<file path="src/rtl/orb_pkg.sv">
// Shared orbital-frame definitions: word/address widths, sync word, serializer states.
// Reused by the packer-side blocks as well as the frame serializer.
package orb_pkg;

  localparam int ORB_WORD_W    = 12;
  localparam int ORB_ADDR_W    = 11;
  localparam int ORB_BIT_CNT_W = 4;
  localparam logic [ORB_WORD_W-1:0] ORB_SYNC_WORD = 12'hF1E;

  typedef enum logic [1:0] {
    ST_IDLE  = 2'd0,
    ST_PRIME = 2'd1,
    ST_SHIFT = 2'd2,
    ST_DRAIN = 2'd3
  } orb_state_e;

  // Modulo increment for frame addresses; works whether or not len is a power of two.
  function automatic int orb_wrap_inc(input int a, input int len);
    return (a >= len - 1) ? 0 : a + 1;
  endfunction

endpackage

</file>
<file path="src/rtl/orb_frame_serializer_if.sv">
// Frame RAM read port plus serial line side of the orbital-word serializer.
interface orb_frame_serializer_if
  import orb_pkg::*;
#(
  parameter int ADDR_W = ORB_ADDR_W,
  parameter int WORD_W = ORB_WORD_W
);
  logic              en;
  logic [ADDR_W-1:0] rdAddr;
  logic [WORD_W-1:0] rdData;
  logic              sOut;
  logic              bitStb;
  logic              wordStb;
  logic              frameStb;
  logic              busy;

  modport slave (
    input  en, rdData,
    output rdAddr, sOut, bitStb, wordStb, frameStb, busy
  );

  modport master (
    output en, rdData,
    input  rdAddr, sOut, bitStb, wordStb, frameStb, busy
  );
endinterface

</file>
<file path="src/rtl/orb_bit_timer.sv">
// Bit-period divider: divCnt runs 0..BIT_DIV-1 while enabled, bitStb marks divCnt==0.
module orb_bit_timer #(
  parameter int BIT_DIV = 16
) (
  input  logic clk,
  input  logic rst,
  input  logic i_clr,
  input  logic i_en,
  output logic o_bit_stb,
  output logic o_bit_start,
  output logic o_bit_end
);
  localparam int DW = (BIT_DIV > 1) ? $clog2(BIT_DIV) : 1;
  localparam logic [DW-1:0] DIV_MAX = DW'(BIT_DIV - 1);

  logic [DW-1:0] r_div_cnt;

  assign o_bit_start = i_en && !i_clr && (r_div_cnt == '0);
  assign o_bit_end   = i_en && !i_clr && (r_div_cnt == DIV_MAX);

  always_ff @(posedge clk or negedge rst) begin
    if (!rst) begin
      r_div_cnt <= '0;
      o_bit_stb <= 1'b0;
    end else begin
      o_bit_stb <= o_bit_start;
      if (i_clr)
        r_div_cnt <= '0;
      else if (i_en)
        r_div_cnt <= (r_div_cnt == DIV_MAX) ? '0 : r_div_cnt + 1'b1;
    end
  end
endmodule

</file>
<file path="src/rtl/orb_frame_serializer.sv">
// Walks the frame RAM and shifts 12-bit words out MSB first at a fixed bit rate,
// substituting SYNC_WORD for address 0 and prefetching the next word into a holding reg.
module orb_frame_serializer
  import orb_pkg::*;
#(
  parameter int ADDR_W    = ORB_ADDR_W,
  parameter int WORD_W    = ORB_WORD_W,
  parameter int FRAME_LEN = 2048,
  parameter int BIT_DIV   = 16,
  parameter logic [WORD_W-1:0] SYNC_WORD = WORD_W'(ORB_SYNC_WORD)
) (
  input logic clk,
  input logic rst,
  orb_frame_serializer_if.slave bus
);
  localparam int FETCH_LAT = 2;
  localparam logic [ORB_BIT_CNT_W-1:0] BIT_TOP = ORB_BIT_CNT_W'(WORD_W - 1);

  logic                     r_en_s1, r_en_s, r_en_s_d;
  orb_state_e               r_state, w_state_nxt;
  logic                     r_prime_cnt;
  logic [ADDR_W-1:0]        r_rd_addr;
  logic [FETCH_LAT-1:0]     r_vld_pipe;
  logic [WORD_W-1:0]        r_hold, r_shift;
  logic                     r_hold_sync, r_shift_sync;
  logic [ORB_BIT_CNT_W-1:0] r_bit_cnt;
  logic                     r_sout, r_word_stb, r_frame_stb;

  logic w_bit_stb, w_bit_start, w_bit_end;
  logic w_en_rise, w_run, w_timer_clr, w_start, w_prime_load, w_prime_xfer;
  logic w_last_bit, w_advance, w_xfer, w_word_first;

  // Synchroniser resets high so an en already asserted at reset release is not a new edge.
  always_ff @(posedge clk or negedge rst) begin
    if (!rst) {r_en_s1, r_en_s, r_en_s_d} <= 3'b111;
    else      {r_en_s1, r_en_s, r_en_s_d} <= {bus.en, r_en_s1, r_en_s};
  end

  assign w_en_rise = r_en_s && !r_en_s_d;

  orb_bit_timer #(.BIT_DIV(BIT_DIV)) u_bit_timer (
    .clk         (clk),
    .rst         (rst),
    .i_clr       (w_timer_clr),
    .i_en        (w_run),
    .o_bit_stb   (w_bit_stb),
    .o_bit_start (w_bit_start),
    .o_bit_end   (w_bit_end)
  );

  always_ff @(posedge clk or negedge rst) begin
    if (!rst) r_state <= ST_IDLE;
    else      r_state <= w_state_nxt;
  end

  always_comb begin
    w_state_nxt = r_state;
    case (r_state)
      ST_IDLE:  if (w_en_rise)   w_state_nxt = ST_PRIME;
      ST_PRIME: if (r_prime_cnt) w_state_nxt = ST_SHIFT;
      ST_SHIFT: if (!r_en_s)     w_state_nxt = ST_DRAIN;
      ST_DRAIN: if (w_last_bit)  w_state_nxt = ST_IDLE;
      default:                   w_state_nxt = ST_IDLE;
    endcase
  end

  always_comb begin
    w_run        = (r_state == ST_SHIFT) || (r_state == ST_DRAIN);
    w_timer_clr  = !w_run;
    w_start      = (r_state == ST_IDLE) && w_en_rise;
    w_prime_load = (r_state == ST_PRIME) && !r_prime_cnt;
    w_prime_xfer = (r_state == ST_PRIME) && r_prime_cnt;
    w_last_bit   = w_run && w_bit_end && (r_bit_cnt == '0);
    w_advance    = (r_state == ST_SHIFT) && w_last_bit;
    w_xfer       = w_prime_xfer || w_advance;
    w_word_first = w_run && w_bit_start && (r_bit_cnt == BIT_TOP);
  end

  always_ff @(posedge clk or negedge rst) begin
    if (!rst) r_prime_cnt <= 1'b0;
    else      r_prime_cnt <= (r_state == ST_PRIME) && !r_prime_cnt;
  end

  // Every address change opens a fetch; rdData is captured FETCH_LAT clk later.
  always_ff @(posedge clk or negedge rst) begin
    if (!rst) begin
      r_rd_addr   <= '0;
      r_vld_pipe  <= '0;
      r_hold      <= '0;
      r_hold_sync <= 1'b0;
    end else begin
      r_vld_pipe <= {r_vld_pipe[FETCH_LAT-2:0], w_prime_load || w_advance};
      if (w_start)
        r_rd_addr <= '0;
      else if (w_prime_load || w_advance)
        r_rd_addr <= ADDR_W'(orb_wrap_inc(int'(r_rd_addr), FRAME_LEN));

      if (w_prime_load) begin
        r_hold      <= SYNC_WORD;
        r_hold_sync <= 1'b1;
      end else if (r_vld_pipe[FETCH_LAT-1]) begin
        r_hold      <= (r_rd_addr == '0) ? SYNC_WORD : bus.rdData;
        r_hold_sync <= (r_rd_addr == '0);
      end
    end
  end

  always_ff @(posedge clk or negedge rst) begin
    if (!rst) begin
      r_shift      <= '0;
      r_shift_sync <= 1'b0;
      r_bit_cnt    <= '0;
    end else if (w_xfer) begin
      r_shift      <= r_hold;
      r_shift_sync <= r_hold_sync;
      r_bit_cnt    <= BIT_TOP;
    end else if (w_run && w_bit_end) begin
      r_shift <= {r_shift[WORD_W-2:0], 1'b0};
      if (r_bit_cnt != '0) r_bit_cnt <= r_bit_cnt - 1'b1;
    end
  end

  always_ff @(posedge clk or negedge rst) begin
    if (!rst) begin
      r_sout      <= 1'b0;
      r_word_stb  <= 1'b0;
      r_frame_stb <= 1'b0;
    end else begin
      if (w_run && w_bit_start)  r_sout <= r_shift[WORD_W-1];
      else if (r_state == ST_IDLE) r_sout <= 1'b0;
      r_word_stb  <= w_word_first;
      r_frame_stb <= w_word_first && r_shift_sync;
    end
  end

  assign bus.rdAddr   = r_rd_addr;
  assign bus.sOut     = r_sout;
  assign bus.bitStb   = w_bit_stb;
  assign bus.wordStb  = r_word_stb;
  assign bus.frameStb = r_frame_stb;
  assign bus.busy     = (r_state != ST_IDLE);
endmodule

</file>
<file path="src/flat_wrapper.sv">
// flat-port wrapper written by rule: the top's interface ports become plain ports
module orb_frame_serializer_flat import orb_pkg::*;
#(
  parameter int ADDR_W    = ORB_ADDR_W,
  parameter int WORD_W    = ORB_WORD_W,
  parameter int FRAME_LEN = 2048,
  parameter int BIT_DIV   = 16,
  parameter logic [WORD_W-1:0] SYNC_WORD = WORD_W'(ORB_SYNC_WORD)
)
  (clk, rst, bus_en, bus_rdData, bus_rdAddr, bus_sOut, bus_bitStb, bus_wordStb, bus_frameStb, bus_busy);
  orb_frame_serializer_if #(.ADDR_W(ADDR_W), .WORD_W(WORD_W)) bus_i ();
  input logic clk;
  input logic rst;
  input wire logic [$bits(bus_i.en)-1:0] bus_en;
  input wire logic [$bits(bus_i.rdData)-1:0] bus_rdData;
  output wire logic [$bits(bus_i.rdAddr)-1:0] bus_rdAddr;
  output wire logic [$bits(bus_i.sOut)-1:0] bus_sOut;
  output wire logic [$bits(bus_i.bitStb)-1:0] bus_bitStb;
  output wire logic [$bits(bus_i.wordStb)-1:0] bus_wordStb;
  output wire logic [$bits(bus_i.frameStb)-1:0] bus_frameStb;
  output wire logic [$bits(bus_i.busy)-1:0] bus_busy;
  assign bus_i.en = bus_en;
  assign bus_i.rdData = bus_rdData;
  assign bus_rdAddr = bus_i.rdAddr;
  assign bus_sOut = bus_i.sOut;
  assign bus_bitStb = bus_i.bitStb;
  assign bus_wordStb = bus_i.wordStb;
  assign bus_frameStb = bus_i.frameStb;
  assign bus_busy = bus_i.busy;
  orb_frame_serializer #(.ADDR_W(ADDR_W), .WORD_W(WORD_W), .FRAME_LEN(FRAME_LEN), .BIT_DIV(BIT_DIV), .SYNC_WORD(SYNC_WORD)) u_core (.clk(clk), .rst(rst), .bus(bus_i));
endmodule
</file>
<file path="config.mk">
export PLATFORM = sky130hd
export DESIGN_NAME = orb_frame_serializer_flat
export DESIGN_NICKNAME = d
export VERILOG_FILES = /design/src/rtl/orb_pkg.sv /design/src/rtl/orb_frame_serializer_if.sv /design/src/rtl/orb_bit_timer.sv /design/src/rtl/orb_frame_serializer.sv /design/src/flat_wrapper.sv
export SDC_FILE = /design/constraint.sdc
export NUM_CORES = 1
export LEC_CHECK = 0
export ABC_CLOCK_PERIOD_IN_PS = 3600
export CAP_MARGIN = 10
export CORE_MARGIN = 5
export CORE_UTILIZATION = 35
export DETAILED_ROUTE_END_ITERATION = 10
export GPL_ROUTABILITY_DRIVEN = 0
export SLEW_MARGIN = 15
export SYNTH_ARGS = -nofsm -noshare
export SYNTH_HDL_FRONTEND = slang
export SYNTH_SLANG_ARGS = --single-unit
</file>
<file path="constraint.sdc">
create_clock -name clk -period 3.6 [get_ports clk]
set_input_delay 0.36 -clock clk [delete_from_list [all_inputs] [get_ports clk]]
set_output_delay 0.36 -clock clk [all_outputs]
set_load 0.02 [all_outputs]
</file>
* Word-level counts from Yosys, hierarchy flattened
Cells that the tools add are included.
** Storage, ports and cells
- Flip-flop bits (word level) :: 57
- Input port bits :: 15
- Output and inout bits :: 16
- Logic and storage cells :: 82
** Cells by class
- Add/subtract/negate cells :: 3
- $lt $le $gt $ge :: 1
- Equal/unequal tests :: 9
- Muxes and demuxes :: 22
- Reduce and logical (&&, ||, !) cells :: 30
** Operators by type and width (number)
- $mux 12 :: 5
- $mux 11 :: 3
- $mux 4 :: 5
- $logic_and 1x1->1 :: 12
- $reduce_bool 2->1 :: 6
- $add 11x1->11 const B :: 1
- $ge 11x11->1 const B :: 1
- $logic_not 11->1 :: 1
- $eq 4x4->1 const B :: 2
- $logic_not 4->1 :: 2
- $mux 2 :: 4
- $pmux 2 s4 :: 1
- $ne 2x1->1 const B :: 3
- $add 4x1->4 const B :: 1
- $eq 2x2->1 const B :: 2
- $mux 1 :: 4
- $reduce_and 4->1 :: 1
- $reduce_bool 4->1 :: 1
- $sub 4x1->4 const B :: 1
- $logic_or 1x1->1 :: 3
- $eq 2x1->1 const B :: 1
- $logic_not 1->1 :: 2
- $logic_not 2->1 :: 1
- $ne 2x2->1 const B :: 1
- $reduce_and 2->1 :: 1

* Logic depth before layout (Yosys ltp)
- Word-level depth :: 9
- Depth in mapped cells :: 8
- Mapped depth without buffers :: 8

* By module
Synthesis repeated with hierarchy kept, for this count alone.
** Second synthesis, totals
- Cells, all modules :: 266
- Area, all modules :: 2701.3 µm²
** Modules (own cells, without submodules)
- orb_frame_serializer :: instances 1, cells an instance 239, area an instance 2443.6 µm²
- orb_bit_timer :: instances 1, cells an instance 27, area an instance 257.7 µm²

* Least setup slack after synthesis
No wires, ideal clock.
- Path type :: reg2reg
- From :: register u_core.r_rd_addr[0], in the netlist u_core.bus.rdAddr[0]
- To :: register u_core.r_rd_addr[10], in the netlist u_core.bus.rdAddr[10]
- Arrival :: 1792 ps
- Data required time :: 3522 ps
- Path slack :: 1730 ps
- Stages on the path, launching flop included :: 8
- Period minus slack after synthesis :: 1870 ps
- Path through :: dfrtp_1 > ha_1 > a21oi_1 > nor4_2 > or2_1 > buf_6 > or3_4 > o2bb2ai_1
** On the way
- Longest elaborated chain between the ends :: 4
** RTL lines
- start, declared :: line orb_frame_serializer.sv:22 : logic [ADDR_W-1:0] r_rd_addr;
- start signal, assigned :: line orb_frame_serializer.sv:96 : r_rd_addr <= ADDR_W'(orb_wrap_inc(int'(r_rd_addr), FRAME_LEN));
- $add 11x1->11 or $ge 11x11->1 (tied branches) :: line orb_pkg.sv:19 : return (a >= len - 1) ? 0 : a + 1;
- $mux 11 * :: line orb_pkg.sv:19
- $mux 11 * :: line orb_frame_serializer.sv:95 : else if (w_prime_load || w_advance)
- $mux 11 * :: line orb_frame_serializer.sv:93 : if (w_start)
Every way passes the cells marked *; elsewhere a longest branch is shown, timed or not. The select of a mux whose other input is x is not followed.
A chain may end at the register's enable or synchronous reset.

* Worst setup path in the final report
- From :: register u_core.r_state[0]
- To :: register u_core.r_shift[9]
** On the way
- Longest elaborated chain between the ends :: 8
** RTL lines
- start, declared :: line orb_frame_serializer.sv:20 : orb_state_e r_state, w_state_nxt;
- start signal, assigned :: line orb_frame_serializer.sv:53 : else r_state <= w_state_nxt;
- $eq 2x2->1, on equally long branches :: line orb_frame_serializer.sv:68, orb_frame_serializer.sv:74
- $logic_or 1x1->1 :: line orb_frame_serializer.sv:68 : w_run = (r_state == ST_SHIFT) || (r_state == ST_DRAIN);
- $logic_and 1x1->1 :: line orb_bit_timer.sv:19 : assign o_bit_end = i_en && !i_clr && (r_div_cnt == DIV_MAX);
- $logic_and 1x1->1 :: line orb_frame_serializer.sv:73, orb_frame_serializer.sv:117
- $logic_and 1x1->1 :: line orb_frame_serializer.sv:73 : w_last_bit = w_run && w_bit_end && (r_bit_cnt == '0);
- $logic_and 1x1->1 :: line orb_frame_serializer.sv:74 : w_advance = (r_state == ST_SHIFT) && w_last_bit;
- $logic_or 1x1->1 :: line orb_frame_serializer.sv:75 : w_xfer = w_prime_xfer || w_advance;
- $mux 12 or $reduce_bool 2->1 (tied branches)
- end signal, assigned :: line orb_frame_serializer.sv:114 : r_shift <= r_hold;
- end signal, assigned :: line orb_frame_serializer.sv:118 : r_shift <= {r_shift[WORD_W-2:0], 1'b0};
- end, declared :: line orb_frame_serializer.sv:24 : logic [WORD_W-1:0] r_hold, r_shift;
Several ways; a longest one is shown, not always the timed one.

==> impl_results.md <==
- Unrepaired setup endpoints after global routing: no
- Critical Path Sink: u_core.r_shift[9]
- Avg Vias per Cell: 4.92
- Number of port buffers: 30
- Max Slew Vio Count: 0
- Worst Setup Start Kind: flop
- Post-Synth XOR/XNOR Area: 0.655%
- Wire per inst: 14.3 um
- Worst path required time: 3.79 ns
- Die height: 97.4 um
- Global-route usage over all layers: 12.6%
- IO Count: 31
- Initial antenna violation count: 0
- Avg Inst Size Synth: 10.9 um2
- Reg-to-reg endpoint: u_core.r_shift[9]
- Quantity of gates resized following cts: 0
- Initial Util: 36.5%
- Congestion Overflow GR: 0
- Asr flop ratio synth: 100%
- Setup Viol. Count Final: 0
- Core Area: 7330 um2
- Syn. warnings: 0
- Worst skew pair latency: 0.34 ns
- Cell Area, Synth: 2680 um2
- Leading area contributor after synthesis: dfrtp_1
- Mux contribution to synthesized area: 6.45%
- Die W: 97.4 um
- Starting DRC count in detailed routing: 67
- Vias in the first global route: 1,971
- Critical path arrival: 2.37 ns
- Top_reg_cell synth: dfrtp_1
- Placed cell count: 370
- Synth Area in Simple Gates: 17.9%
- Total power: 2.53 mW
- Tightest Pin Transition: 0.885 ns
- Post-synth top area share: 50.5%
- Largest family of logic cells by synthesized area: simple AND/OR/NAND/NOR gates
- Min Tclk post-route: 2.18 ns
- Net Count, Synth: 271
- Hpwl dp: 3.73 mm
- Share of cells above drive strength 1: 11.5%
- # nets final: 307
- Pin count of the biggest net entering global routing: 32
- Antenna Violating Nets Remaining: 0
- Final hold violation count: 0
- Worst Skew: 0.00849 ns
- Die area: 9490 um2
- CTS tree: built
- Hold Path Class: in2async
- H-tree Lvls: 3
- Clk root buf: clkbuf_8
- Pwr Density: 772 nW/um2
- Crit-path max FO: 26
- Detailed Routing Iterations Pass 1: 4
- Cell with the most instances after synthesis: dfrtp_1
- Peak supply drop: 0.000426 V
- FF-to-FF setup slack: 1.42 ns
- Final Cycle Share: 60.6%
- Achievable frequency: 458 MHz
- Area growth syn-to-layout: 22.5%
- Synth Register Bits: 57
- Setup repair bufs after CTS: 0
- CP endpoint kind: flop
- Synth unique cells: 43
- Ranking of synthesized cells by area: dfrtp_1 51%, mux2i_1 5.6%, ha_1 4.7%
- Compound-gate portion of the synthesized area: 13.5%
- CTS Sinks: 57
- First-pass GRT wire length: 9.67 mm
- Crit path kind: reg2reg
- Final Instance Count excl. Fillers: 386
- Worst slew margin: 41.0%
- WL final: 5.51 mm
- Setup TNS: 0 ns
- Antenna Cells: 0
- Fillers: 709
- Rows: 31
- Status: finished clean
- Worst reg2reg path startpoint: u_core.r_state[0]
- Max_cap viols: 0
- P_leak: 1.46 nW
- Sequential share of the synthesized area: 53.5%
- Num CTS Buffers: 9
- Post-route DRC: 0
- Critical path launch point: u_core.r_state[0]
- Via count: 1,898
- Most frequent cells after synthesis: 54 x dfrtp_1, 29 x nand2_1, 21 x o21ai_0
- Clock slew at reported path FFs: 0.07 ns
- Longest Clk Path Bufs: 2
- Adder-Cell Fraction of Synth Area: 4.68%
- Post-synth EDFFs: 0
- Synth Instances: 246
- Reg2Reg Depth: 6
- Post-cts hold buffer count: 0
[worst max-delay path: stages (launching register included)]
cell	delay [ns]
dfrtp_1	0.40
inv_1	0.10
ha_1	0.25
and4_1	0.30
and2_1	0.21
a21o_1	0.56
o21ai_0	0.20
[cell usage in the layout, fill, tap and decap left out, types with 6 or more instances in the layout]
cell type / Yosys / layout
a21oi_1: 7 / 7
a22o_1: 6 / 6
clkbuf_8: 0 / 12
clkdlybuf4s50_1: 0 / 29
dfrtp_1: 54 / 54
ha_1: 10 / 10
inv_1: 13 / 13
mux2i_1: 15 / 15
nand2_1: 29 / 29
nand3_1: 10 / 10
nor2_1: 13 / 13
o21ai_0: 21 / 21
o22a_1: 8 / 8
[power by group]
group          switching [mW]  internal (mW)
clock                   0.263          0.375
combinational           0.470          0.387
sequential              0.171          0.863
total                   0.905           1.63
[registers in the layout, summed over array words and instances, names as in the netlist, 2 cells and up]
signal                        flops
u_core.bus.rdAddr                11
u_core.r_bit_cnt                  4
u_core.r_hold                    12
u_core.r_shift                   12
u_core.r_state                    2
u_core.r_vld_pipe                 2
u_core.u_bit_timer.r_div_cnt      4
[area by class of cell]
class	count	area, um2	share of cell area (%)
Clock buffer	12	165	5.04
Clock inverter	4	50.0	1.53
Inverter	13	48.8	1.49
Multi-Input combinational cell	170	1150	35.3
Sequential cell	57	1430	43.7
Tap cell	99	124	3.78
Timing Repair Buffer	31	303	9.24
[per-stage QoR]
step	hold slack [ns]	utilization [%]	setup slack, ns	area [um2]
after detailed placement	0.348	41.7	1.40	3060
after global routing	0.125	44.7	1.14	3280
final	0.0576	44.7	1.42	3280
after CTS	0.0779	44.7	1.38	3280
after global placement	0.336	41.7	1.47	3060
after floorplan	0.0644	-	1.73	2680
[cell families (layout without fill, tap and decap cells)]
kind of cell	after synthesis	count (layout)
compound gates	53	53
xor+xnor	2	2
fa+ha+maj	10	10
buf+inv	19	60
flops	57	57
mux	17	17
simple gates	88	88
[per-layer routing]
| metal | vias to the layer above | GRT usage [%] | part of all wire, % |
|---|---|---|---|
| met1 | 898 | 17.6 | 49 |
| met5 | - | 0 | 0 |
| met4 | 0 | 7.03 | 2.4 |
| met2 | 47 | 17.8 | 43 |
| li1 | 943 | - | - |
| met3 | 10 | 3.02 | 5.2 |
[worst min-delay path by stage]
stage                                       to  cells after the start
after CTS                 u_core.bus.rdAddr[7]                      1
after floorplan            u_core.bus.frameStb                      0
final                     u_core.bus.rdAddr[6]                      1
after detailed placement         u_core.r_en_s                      0
after global placement    u_core.r_vld_pipe[1]                      0
after global routing      u_core.bus.rdAddr[7]                      1
(Power assumes the default switching activity.)
